**src/rtl/sync_ram_port_ctrl.sv**
```systemverilog
// Request/response front end for one port of a 1-cycle-latency synchronous RAM.
// Read data lands in a 2-entry response FIFO, so clients get full backpressure.
module sync_ram_port_ctrl #(
  parameter int DWIDTH = 8,
  parameter int AWIDTH = 8
) (
  input  logic              clk,
  input  logic              rst,
  input  logic              req_valid,
  output logic              req_ready,
  input  logic              req_we,
  input  logic [AWIDTH-1:0] req_addr,
  input  logic [DWIDTH-1:0] req_wdata,
  output logic              resp_valid,
  input  logic              resp_ready,
  output logic [DWIDTH-1:0] resp_data,
  output logic [AWIDTH-1:0] resp_addr,
  output logic              ram_en,
  output logic              ram_we,
  output logic [AWIDTH-1:0] ram_addr,
  output logic [DWIDTH-1:0] ram_d,
  input  logic [DWIDTH-1:0] ram_q
);

  logic              rd_pend_q, rd_pend_d;
  logic [AWIDTH-1:0] pend_addr_q, pend_addr_d;
  logic              wptr_q, wptr_d;
  logic              rptr_q, rptr_d;
  logic [1:0]        count_q, count_d;
  logic [DWIDTH-1:0] fdata_q [2];
  logic [AWIDTH-1:0] faddr_q [2];

  logic       fire, push, pop;
  logic [1:0] occ;

  always_comb begin
    pop        = (count_q != 2'd0) && resp_ready;
    push       = rd_pend_q;
    occ        = {1'b0, rd_pend_q} + count_q;
    // occ counts the in-flight read, so a push can never meet a full FIFO
    req_ready  = !rst && ((occ < 2'd2) || pop);
    fire       = req_valid && req_ready;
    ram_en     = fire;
    ram_we     = fire && req_we;
    ram_addr   = req_addr;
    ram_d      = req_wdata;
    resp_valid = (count_q != 2'd0);
    resp_data  = fdata_q[rptr_q];
    resp_addr  = faddr_q[rptr_q];
  end

  always_comb begin
    rd_pend_d   = fire && !req_we;
    pend_addr_d = pend_addr_q;
    if (fire && !req_we) pend_addr_d = req_addr;
    wptr_d  = push ? ~wptr_q : wptr_q;
    rptr_d  = pop ? ~rptr_q : rptr_q;
    count_d = count_q;
    unique case ({push, pop})
      2'b10:   count_d = count_q + 2'd1;
      2'b01:   count_d = count_q - 2'd1;
      default: count_d = count_q;
    endcase
  end

  always_ff @(posedge clk) begin
    if (rst) begin
      rd_pend_q   <= 1'b0;
      pend_addr_q <= '0;
      wptr_q      <= 1'b0;
      rptr_q      <= 1'b0;
      count_q     <= 2'd0;
    end else begin
      rd_pend_q   <= rd_pend_d;
      pend_addr_q <= pend_addr_d;
      wptr_q      <= wptr_d;
      rptr_q      <= rptr_d;
      count_q     <= count_d;
    end
  end

  always_ff @(posedge clk) begin
    if (push) begin
      fdata_q[wptr_q] <= ram_q;
      faddr_q[wptr_q] <= pend_addr_q;
    end
  end

  always @(posedge clk) begin
    if (!rst && push && !pop) assert (count_q != 2'd2);
  end

endmodule

```
**config.mk**
```make
export PLATFORM = sky130hd
export DESIGN_NAME = sync_ram_port_ctrl
export DESIGN_NICKNAME = d
export VERILOG_FILES = /design/src/rtl/sync_ram_port_ctrl.sv
export SDC_FILE = /design/constraint.sdc
export NUM_CORES = 1
export LEC_CHECK = 0
export ABC_CLOCK_PERIOD_IN_PS = 2300
export BUFFER_PORTS_ARGS = -buffer_cell sky130_fd_sc_hd__buf_2
export CORE_MARGIN = 10
export CORE_UTILIZATION = 35
export DETAILED_ROUTE_END_ITERATION = 8
export HOLD_SLACK_MARGIN = 0.15
export PLACE_DENSITY = 0.71
export SYNTH_ARGS = -nofsm -noshare
export SYNTH_HDL_FRONTEND = slang
export SYNTH_SLANG_ARGS = --single-unit
```
**constraint.sdc**
```tcl
create_clock -name clk -period 2.3 [get_ports clk]
set_clock_uncertainty 0.15 [all_clocks]
set_input_delay 0.23 -clock clk [delete_from_list [all_inputs] [get_ports clk]]
set_output_delay 0.23 -clock clk [all_outputs]
set_load 0.1 [all_outputs]
```
Word-level counts from Yosys, hierarchy flattened
Memory sizes are Yosys's and may differ from the RTL's. A register that Yosys moved wholly into a read port is not among the register bits.
Index checks and enable logic that the tools add are counted.

word-level totals
  register bits = 13
  bits in latches = 0
  memory bits (writable) = 32
  ROM bits = 0
  input port bits = 29
  logic and storage cells = 32
  memories kept = 2

memory list
  memory   words  width  read ports  clocked after memory_dff  wr ports  RTL line  RTL
  faddr_q  2      8      1           1                         1         31        logic [AWIDTH-1:0] faddr_q [2];
  fdata_q  2      8      1           1                         1         30        logic [DWIDTH-1:0] fdata_q [2];

cells by class
  $add $sub $neg = 3
  $mul = 0
  divide/modulo/power cells = 0
  magnitude comparators = 1
  equality and inequality tests = 2
  shifts and indexed selects = 0
  multiplexer cells = 7
  bitwise gates (word level) = 2
  reductions and logical operators = 10

operator list
  operator                                                             count
  1-bit two-way mux                                                    6
  1-bit logical AND                                                    5
  2-bit case mux with 2 select lines                                   1
  2-bit nonzero test                                                   2
  1-bit by 2-bit adder with 2-bit output                               1
  2-bit by 1-bit adder with 2-bit output (second input constant)       1
  2-bit by 1-bit == test with 1-bit output (second input constant)     1
  2-bit == test (second input constant)                                1
  1-bit zero test                                                      2
  2-bit less-than comparator (second input constant)                   1
  1-bit NOT                                                            2
  2-bit by 1-bit subtractor with 2-bit output (second input constant)  1
  1-bit logical OR                                                     1

Logic depth before layout (Yosys ltp)
Gate-level depths: netlist (run 1).

  word-level depth = 6
  mapped depth = 5
  mapped depth without buffers = 5

Least setup slack after synthesis (run 1)
OpenSTA, ideal clock, no wires.

  path type = register to output
  from = register count_q[0]
  to = output ram_we
  arrival = 2.308 ns
  required time = 1.920 ns
  slack = -0.388 ns
  cell stages (with the launch flop) = 4
  cell sequence = dfxtp_1 > and2_4 > o2111a_1 > and2_1

between the ends
  cells in the longest elaborated chain, start to end = 6

ends and longest elaborated chain
  element                                                                       RTL line  RTL
  start, declared                                                               29        logic [1:0] count_q, count_d;
  start signal, assigned                                                        78        count_q <= count_d;
  1-bit by 2-bit adder with 2-bit output or 2-bit nonzero test (tied branches)  39, 37
  2-bit less-than comparator or 1-bit logical AND (tied branches)               41, 37
  1-bit logical OR (*)                                                          41        req_ready = !rst && ((occ < 2'd2) || pop);
  1-bit logical AND (*)                                                         41
  1-bit logical AND (*)                                                         42        fire = req_valid && req_ready;
  named net ram_en                                                              18        output logic ram_en,
  1-bit logical AND (*)                                                         44        ram_we = fire && req_we;
  end, declared                                                                 19        output logic ram_we,

The timed path passes the listed nets; every way through them passes the cells marked *.

Final worst setup path (run 1)
  from = input rst
  to = output ram_we

between the ends
  cells in the longest elaborated chain, start to end = 4

ends and longest elaborated chain
  element            RTL line  RTL
  start, declared    8         input logic rst,
  1-bit zero test    --
  1-bit logical AND  41
  1-bit logical AND  42
  1-bit logical AND  44

Every way passes these cells.

==> out/metrics.csv, run 1 <==
stage,metric,value,unit
layout,layout cell share with drive strength beyond 1,0.4972,
timing,unrepaired setup endpoints after global routing,no,
die,io pins,65,
global_routing,first-pass GRT wire length,5.823,mm
layout,synthesis-to-layout area growth,25.11,%
pwr,Max VDD drop,0.3810,mV
layout,"commonest non-fill, non-tap cell in the layout",buf_2,
worst_setup_path,critical path's slowest cell,dlygate4sd3_1,
worst_setup_path,Critical Path End Type,primary output,
synthesis,"EDFF count, synth",32,
synthesis,Syn Nets,154,
pwr,Combinational Power Share,0.309,
worst_setup_path,CP Class,in -> out,
timing,relative slew slack,0.6662,
clock_tree,cts repair resizes,0,
clock_tree,CTS tree,yes,
worst_setup_path,Register-to-Register Setup Slack,0.65,ns
synthesis,syn_area_per_cell,15.35,µm²
worst_setup_path,cell family with most CP delay,buffers and inverters,
clock_tree,CTS Buf Count,5,
timing,final setup margin,0.1111,ns
worst_setup_path,"Arr. time, crit path",1.81,ns
detailed_routing,Pre-antenna DRT Iters,4,
global_routing,largest net degree at the start of global routing,17,
worst_setup_path,CP Max Fanout,15,
pwr,Net Sw Frac,0.3712,
placement,detailed placement HPWL,2.509,mm
pwr,sequential share of power,0.461,
die,DIE AREA,8787,µm²
global_routing,GRT overflow,0,
detailed_routing,ANT nets after route,0,
detailed_routing,Residual DRC,0,
layout,most frequent cells in the layout,"buf_2, edfxtp_1, mux2_2",
pwr,Pwr Density,860.2,nW/µm²
worst_setup_path,FF-to-FF End,count_q[1],
worst_setup_path,r2r startpoint,count_q[0],
worst_setup_path,worst path required time,1.92,ns
die,chip width,93.74,µm
global_routing,number of global-route vias before repair,1217,
job,max-cap violation count,0,
synthesis,Ys Warns,0,
timing,Sum Neg Setup Slack,0,ns
detailed_routing,DRT iter0 DRCs,22,
worst_setup_path,crit-path cells,dlygate4sd3_1 > buf_2 > inv_1 > o2111a_2 > and2_2 > buf_2,
layout,Ant. Diodes,0,
clock_tree,CTS Root Buffer Type,clkbuf_8,
die,die height,93.74,µm
min_path,worst hold stages,4,
placement,Placed Cells,226,
worst_setup_path,Worst path max stage delay,0.53,ns
detailed_routing,vias per inst,4.283,
layout,Finished Core Util,0.4575,
layout,Final #Nets,210,
synthesis,"Top FF cell, synth",edfxtp_1,
min_path,Hold Path End,push,
synthesis,number of synthesized register bits,46,
timing,Final Max Tran Viols,0,
synthesis,synthesized area,1903,µm²
pwr,leakage power,0.9262,nW
timing,final setup vio count,0,
synthesis,Cell variety after synth,24,
pwr,switching power,0.7604,mW
placement,gp weighted congestion,0.6308,
clock_tree,Clock Sinks,46,
timing,final critical-path share of the clock period,0.9517,
global_routing,global-route usage over all layers,0.08337,
status,status,"complete, no violations",
detailed_routing,per-cell routed wire length,14.14,µm
clock_tree,CTS max path bufs,2,
worst_setup_path,crit path launch type,primary input,
layout,"Design Area, Final",2381,µm²
global_routing,initial antenna violation count,0,
clock_tree,Worst-Skew Late Latency,0.28,ns
die,Starting Density,0.3656,
worst_setup_path,cell mode on critical path,buf_2,
detailed_routing,WL final,3.549,mm
synthesis,Post-synth ARST share,0,
clock_tree,Worst-path clk slew,0.08,ns
placement,DP Area,2121,µm²
timing,fmax,456.8,MHz
detailed_routing,via count,1075,
timing,final hold vios,0,
die,core region area,5205,µm²
pwr,Power Internal,1.288,mW
placement,dpl ws,0.5139,ns
placement,I/O Buffers,48,
clock_tree,# H-tree levels,2,
min_path,HP Class,in -> reg,
min_path,worst hold start,req_we,
synthesis,register area share after synthesis,0.6522,
synthesis,Syn Inst Count,124,
worst_setup_path,worst r2r path cells,4,
worst_setup_path,CP bufs+invs,4,
timing,pin slew with the least headroom to its limit,0.5042,ns
die,row count,26,
layout,Post-Layout Cell Count,251,
pwr,clock group share of total power,0.229,
timing,fin crit period,2.189,ns
-- cell usage after synthesis (2+ instances only) --
cell / number / area share
nor2_1: 5 / 0.0099
and2_1: 2 / 0.0066
xnor2_1: 3 / 0.014
inv_1: 3 / 0.0059
dfxtp_1: 14 / 0.15
mux2_2: 24 / 0.14
buf_2: 3 / 0.0079
buf_4: 16 / 0.063
nor2b_1: 8 / 0.026
edfxtp_1: 32 / 0.50
-- final cells by class --
cell class / count / area, µm²
Timing Repair Buffer: 68 / 432.9
Sequential cell: 46 / 1241
Tap cell: 70 / 87.58
Inverter: 3 / 11.26
Clock inverter: 3 / 21.27
Fill cell: 486 / 2824
Multi-Input combinational cell: 56 / 518.0
Clock buffer: 5 / 68.82
-- metrics by stage --
stage	total power, mW	hold WS [ns]
floorplan	1.559	0.1789
global placement	1.575	0.2670
detailed placement	1.580	0.2716
CTS	2.075	0.1904
global route	2.145	0.2187
finish	2.048	0.1956
-- routing by layer --
metal	vias up	routed length, µm	global-route usage	share of wire
met4	0	10	0.02278	0.0028
met5	-	0	0	0
met2	41	1658	0.1388	0.47
met1	491	1553	0.09524	0.44
li1	539	-	-	-
met3	4	326	0.03597	0.092
-- what timing repair did --
action	in CTS	in global routing
setup buffers	0	0
hold endpoints to repair	25	0
hold buffers	17	0
-- state kept, by name, indices dropped and copies added, names as in the netlist, named ones only --
name and cells:
count_q 2, rptr_q 1, wptr_q 1, push 1, faddr_q 16, fdata_q 16, pend_addr_q 8
-- worst max-delay path by stage --
| stage | startpoint | to | slack (ns) | depth (start not counted) |
|---|---|---|---|---|
| floorplan | count_q[0] | ram_we | 0.18 | 3 |
| global placement | count_q[0] | ram_we | 0.55 | 4 |
| detailed placement | count_q[0] | ram_we | 0.51 | 4 |
| CTS | rst | ram_we | 0.09 | 6 |
| global route | rst | ram_we | 0.007 | 6 |
| finish | rst | ram_we | 0.11 | 6 |
-- tightest hold or removal path, delay by kind of cell --
family                 cells  cell delay, ns
and+or+nand+nor            1            0.05
buffers and inverters      2            0.15
AOI/OAI and AO/OA          1            0.15
-- cell families (layout without fill, tap and decap cells) --
group           Yosys count  after routing  share of synthesized area
flops                    46             46                     0.6522
mux                      24             24                     0.1420
buf+inv                  22             79                    0.07692
simple gates             21             21                    0.07233
compound gates            6              6                    0.03155
xor+xnor                  4              4                    0.01841
fa+ha+maj                 1              1                   0.006574
-- power groups by stage --
stage                     registers [mW]  clock network [mW]  logic [mW]
after global placement             0.962                   0       0.613
after floorplan                    0.959                   0       0.600
after detailed placement           0.965                   0       0.616
after CTS                          0.946               0.489       0.640
after global routing               0.951               0.530       0.665
final                              0.945               0.469       0.634
No activity file was read; power rests on OpenSTA's default activity.
==> inputs of run 2 (changes only) <==
--- a/config.mk
+++ b/config.mk
@@ -5,7 +5,7 @@
 export SDC_FILE = /design/constraint.sdc
 export NUM_CORES = 1
 export LEC_CHECK = 0
-export ABC_CLOCK_PERIOD_IN_PS = 2300
+export ABC_CLOCK_PERIOD_IN_PS = 2100
 export BUFFER_PORTS_ARGS = -buffer_cell sky130_fd_sc_hd__buf_2
 export CORE_MARGIN = 10
 export CORE_UTILIZATION = 35
==> constraint.sdc (replaced) <==
create_clock -name clk -period 2.1 [get_ports clk]
set_clock_uncertainty 0.15 [all_clocks]
set_input_delay 0.21 -clock clk [delete_from_list [all_inputs] [get_ports clk]]
set_output_delay 0.21 -clock clk [all_outputs]
set_load 0.1 [all_outputs]
==> out/metrics.csv, run 2 (synthesis gave the netlist of run 1 again) <==
stage,metric,value,unit
status,status,"complete, no violations",
worst_setup_path,crit path launch type,register,
die,row count,26,
worst_setup_path,CP Max Fanout,6,
detailed_routing,Pre-antenna DRT Iters,2,
clock_tree,CTS Buf Count,5,
layout,"commonest non-fill, non-tap cell in the layout",edfxtp_1,
die,DIE AREA,8787,µm²
clock_tree,CTS tree,yes,
die,die height,93.74,µm
min_path,HP Class,in -> reg,
global_routing,global-route usage over all layers,0.08732,
die,chip width,93.74,µm
layout,Seq. cell area,1241,µm²
worst_setup_path,worst path required time,1.74,ns
worst_setup_path,Register-to-Register Setup Slack,0.48,ns
worst_setup_path,cell family with most CP delay,flip-flops,
layout,multi-input logic area,518.0,µm²
worst_setup_path,crit-path cells,and2_4 > o2111a_2 > and2_2 > clkbuf_4,
job,max-cap violation count,0,
timing,final hold vios,0,
layout,Ant. Diodes,0,
placement,gp weighted congestion,0.6560,
detailed_routing,ANT nets after route,0,
detailed_routing,per-cell routed wire length,14.82,µm
min_path,Hold Path End,push,
worst_setup_path,worst r2r path cells,4,
placement,detailed placement HPWL,2.686,mm
die,Starting Density,0.3656,
global_routing,GRT overflow,0,
timing,relative slew slack,0.6621,
layout,fillcell total,448,
worst_setup_path,Critical Path End Type,primary output,
timing,unrepaired setup endpoints after global routing,no,
timing,pin slew with the least headroom to its limit,0.5103,ns
detailed_routing,WL final,3.734,mm
timing,fin crit period,1.970,ns
worst_setup_path,CP bufs+invs,1,
min_path,worst hold stages,4,
timing,final critical-path share of the clock period,0.9380,
pwr,Pwr Density,940.8,nW/µm²
clock_tree,Worst-Skew Late Latency,0.28,ns
timing,Final Max Tran Viols,0,
timing,Sum Neg Setup Slack,0,ns
pwr,leakage power,1.026,nW
worst_setup_path,FF-to-FF End,count_q[1],
detailed_routing,via count,1089,
die,core region area,5205,µm²
detailed_routing,DRT iter0 DRCs,25,
layout,biggest regs,"faddr_q: 16 flops, fdata_q: 16 flops, pend_addr_q: 8 flops",
global_routing,number of global-route vias before repair,1188,
clock_tree,# H-tree levels,2,
die,io pins,65,
clock_tree,CTS Root Buffer Type,clkbuf_8,
global_routing,initial antenna violation count,0,
clock_tree,Worst-path clk slew,0.08,ns
worst_setup_path,critical path's slowest cell,dfxtp_1,
layout,most frequent cells in the layout,"edfxtp_1, buf_2, mux2_2",
placement,I/O Buffers,48,
timing,final setup vio count,0,
pwr,Total Power,2.497,mW
worst_setup_path,CP Class,reg -> out,
worst_setup_path,Worst path max stage delay,0.46,ns
detailed_routing,vias per inst,4.321,
worst_setup_path,"Arr. time, crit path",1.61,ns
worst_setup_path,r2r startpoint,count_q[0],
detailed_routing,Residual DRC,0,
min_path,worst hold start,req_we,
clock_tree,CTS max path bufs,2,
clock_tree,Clock Sinks,46,
timing,fmax,507.7,MHz
layout,layout cell share with drive strength beyond 1,0.4890,
clock_tree,postcts setup bufs,0,
global_routing,largest net degree at the start of global routing,17,
pwr,Max VDD drop,0.5064,mV
layout,synthesis-to-layout area growth,39.45,%
layout,Final #Nets,211,
global_routing,first-pass GRT wire length,6.023,mm
## run 2: how the worst max path moves through the flow
stage | start | endpoint | slack (ns) | cells past startpoint
2_1_floorplan | count_q[0] | ram_we | 0.004 | 3
3_3_place_gp | count_q[0] | ram_we | 0.37 | 4
3_5_place_dp | count_q[0] | ram_we | 0.34 | 4
4_1_cts | count_q[0] | ram_we | 0.01 | 4
5_1_grt | count_q[0] | ram_we | 0.03 | 4
6_report | count_q[0] | ram_we | 0.13 | 4
## run 2: stage by stage
stage | setup slack, ns | area, µm² | utilization | hold WS [ns] | std cells
CTS | 0.01185 | 2651 | 0.5094 | 0.1948 | 252
finish | 0.1302 | 2654 | 0.5099 | 0.1956 | 252
global route | 0.02977 | 2654 | 0.5099 | 0.2235 | 252
floorplan | 0.003662 | 1906 | - | 0.1589 | 124
detailed placement | 0.3413 | 2361 | 0.4536 | 0.2518 | 226
global placement | 0.3748 | 2361 | 0.4536 | 0.2476 | 226
## run 2: power breakdown
part | switching, mW | total (mW) | internal, mW | leakage, nW
combinational | 0.551 | 0.839 | 0.287 | 0.572
sequential | 0.0249 | 1.04 | 1.01 | 0.403
clock | 0.268 | 0.623 | 0.355 | 0.0514
total | 0.844 | 2.50 | 1.65 | 1.03
## run 2: worst register-to-register path, delay by kind of cell (launching register included)
family / cells / cell delay [ns]
AO/OA/AOI/OAI: 2 / 0.37
adder cells (fa/ha/maj): 1 / 0.32
flip-flops: 1 / 0.38
AND/OR/NAND/NOR: 1 / 0.35
## run 2: final cells by class
type                       count  area share
inverter                       3    0.004243
clock inverter                 2     0.01414
tap                           70     0.03300
multi-input combinational     56      0.1952
clock buffer                   6     0.02735
timing repair buffer          69      0.2584
sequential                    46      0.4677
## run 2: timing repair
item,4_1_cts,5_1_grt
endpoints found under the hold margin,28,0
resized for setup,0,1
hold buffers,18,0
endpoints found under the setup margin,0,1
## run 2: layer usage
layer	track usage	routed length, µm	vias to the layer above
met2	0.1492	1832	39
met5	0	0	-
li1	-	-	541
met1	0.09610	1616	503
met3	0.03677	269	6
met4	0.02658	15	0
==> inputs of run 3 (changes only) <==
--- a/config.mk
+++ b/config.mk
@@ -7,8 +7,10 @@
 export LEC_CHECK = 0
 export ABC_CLOCK_PERIOD_IN_PS = 2100
 export BUFFER_PORTS_ARGS = -buffer_cell sky130_fd_sc_hd__buf_2
+export CORE_ASPECT_RATIO = 1.4
 export CORE_MARGIN = 10
 export CORE_UTILIZATION = 35
+export CTS_CLUSTER_DIAMETER = 50
 export DETAILED_ROUTE_END_ITERATION = 8
 export HOLD_SLACK_MARGIN = 0.15
 export PLACE_DENSITY = 0.71
==> out/metrics.csv, run 3 (synthesis gave the netlist of run 1 again) <==
stage,metric,value,unit
pwr,Max VDD drop,0.4809,mV
clock_tree,postcts setup bufs,0,
min_path,Hold Path End,push,
placement,dpl ws,0.4519,ns
clock_tree,Clock Sinks,46,
worst_setup_path,worst r2r path cells,4,
layout,most frequent cells in the layout,"buf_2, edfxtp_1, mux2_2",
global_routing,number of global-route vias before repair,1182,
status,status,"complete, no violations",
detailed_routing,ANT nets after route,0,
worst_setup_path,CP bufs+invs,4,
placement,I/O Buffers,48,
worst_setup_path,FF-to-FF End,count_q[1],
clock_tree,CTS max path bufs,2,
detailed_routing,via count,1105,
timing,fin crit period,2.010,ns
min_path,worst hold start,req_we,
clock_tree,Worst-Skew Late Latency,0.29,ns
timing,unrepaired setup endpoints after global routing,no,
detailed_routing,DRT iter0 DRCs,77,
worst_setup_path,crit-path cells,dlygate4sd3_1 > buf_2 > inv_1 > o2111a_2 > and2_2 > buf_12,
placement,gp weighted congestion,0.7385,
detailed_routing,Residual DRC,0,
global_routing,GRT overflow,0,
die,row count,31,
worst_setup_path,worst path required time,1.74,ns
min_path,HP Class,in -> reg,
timing,final hold vios,0,
global_routing,largest net degree at the start of global routing,17,
timing,Final Max Tran Viols,0,
detailed_routing,per-cell routed wire length,15.53,µm
pwr,Total Power,2.232,mW
min_path,worst hold stages,4,
clock_tree,CTS Buf Count,5,
die,DIE AREA,8829,µm²
worst_setup_path,Worst path max stage delay,0.52,ns
layout,layout cell share with drive strength beyond 1,0.4862,
clock_tree,# H-tree levels,2,
clock_tree,CTS Root Buffer Type,clkbuf_8,
detailed_routing,Pre-antenna DRT Iters,4,
worst_setup_path,Critical Path End Type,primary output,
layout,Ant. Diodes,0,
worst_setup_path,r2r startpoint,count_q[0],
placement,DP Area,2131,µm²
timing,final critical-path share of the clock period,0.9572,
timing,final setup vio count,0,
global_routing,initial antenna violation count,0,
die,Starting Density,0.3634,
timing,final setup margin,0.08994,ns
pwr,leakage power,0.9279,nW
pwr,Pwr Density,935.9,nW/µm²
timing,relative slew slack,0.6627,
placement,detailed placement HPWL,2.626,mm
layout,biggest regs,"faddr_q: 16 flops, fdata_q: 16 flops, pend_addr_q: 8 flops",
job,max-cap violation count,0,
timing,fmax,497.5,MHz
global_routing,global-route usage over all layers,0.08996,
timing,pin slew with the least headroom to its limit,0.5094,ns
die,io pins,65,
worst_setup_path,critical path's slowest cell,dlygate4sd3_1,
worst_setup_path,CP Max Fanout,15,
layout,"Design Area, Final",2385,µm²
die,die height,107.3,µm
layout,synthesis-to-layout area growth,25.31,%
die,chip width,82.32,µm
worst_setup_path,"Arr. time, crit path",1.65,ns
layout,"commonest non-fill, non-tap cell in the layout",buf_2,
clock_tree,Worst-path clk slew,0.08,ns
worst_setup_path,Register-to-Register Setup Slack,0.47,ns
layout,Final #Nets,210,
clock_tree,CTS tree,yes,
detailed_routing,vias per inst,4.474,
timing,Sum Neg Setup Slack,0,ns
worst_setup_path,cell family with most CP delay,buffers and inverters,
worst_setup_path,crit path launch type,primary input,
detailed_routing,WL final,3.837,mm
global_routing,first-pass GRT wire length,6.009,mm
die,core region area,5236,µm²
worst_setup_path,CP Class,in -> out,
==> run 3: cell types whose count changed in the layout (fill, tap and decap cells not counted) <==
cell	delta
clkinv_2	+1
dlygate4sd3_1	-1
bufinv_16	-1
buf_12	-15
clkinv_1	+1
buf_2	+15
clkinvlp_4	-1
==> run 3: final cells by class <==
class	instances	area [µm²]
Inverter	3	11.26
Sequential cell	46	1241
Clock buffer	6	72.57
Clock inverter	2	8.758
Tap cell	66	82.58
Multi-Input combinational cell	56	518.0
Fill cell	477	2851
Timing Repair Buffer	68	450.4
==> run 3: worst max path at each step <==
stage                          start     end  slack (ns)  cells after the start
after floorplan           count_q[0]  ram_we       0.004                      3
after CTS                        rst  ram_en        0.05                      5
after global placement    count_q[0]  ram_en        0.49                      3
final                            rst  ram_we        0.09                      6
after detailed placement  count_q[0]  ram_en        0.45                      3
after global routing             rst  ram_we        0.02                      6
==> run 3: what timing repair did <==
item	4_1_cts	5_1_grt
gates resized for setup	0	1
setup endpoints to repair	0	1
hold buffers	17	0
endpoints found under the hold margin	28	0
==> run 3: per-stage QoR <==
stage | instances | hold slack, ns | util
finish | 247 | 0.1827 | 0.4554
global route | 247 | 0.1948 | 0.4554
CTS | 247 | 0.1790 | 0.4550
detailed placement | 222 | 0.2516 | 0.4069
global placement | 222 | 0.2476 | 0.4069
floorplan | 124 | 0.1589 | -
==> run 3: routing by layer <==
metal	wire length, µm	vias to the layer above	global-route usage
met5	0	-	0
met4	106	0	0.05244
met3	331	10	0.03094
met2	1975	35	0.1522
met1	1423	523	0.09206
li1	-	537	-
==> run 3: worst register-to-register path, stage by stage (launching register included) <==
cell	delay, ns
dfxtp_1	0.38
o21a_1	0.22
ha_1	0.32
or3_1	0.35
a21oi_1	0.14
==> run 3: where the power goes <==
group	switching (mW)	total (mW)	internal, mW
combinational	0.531	0.701	0.170
clock	0.266	0.495	0.229
sequential	0.0256	1.04	1.01
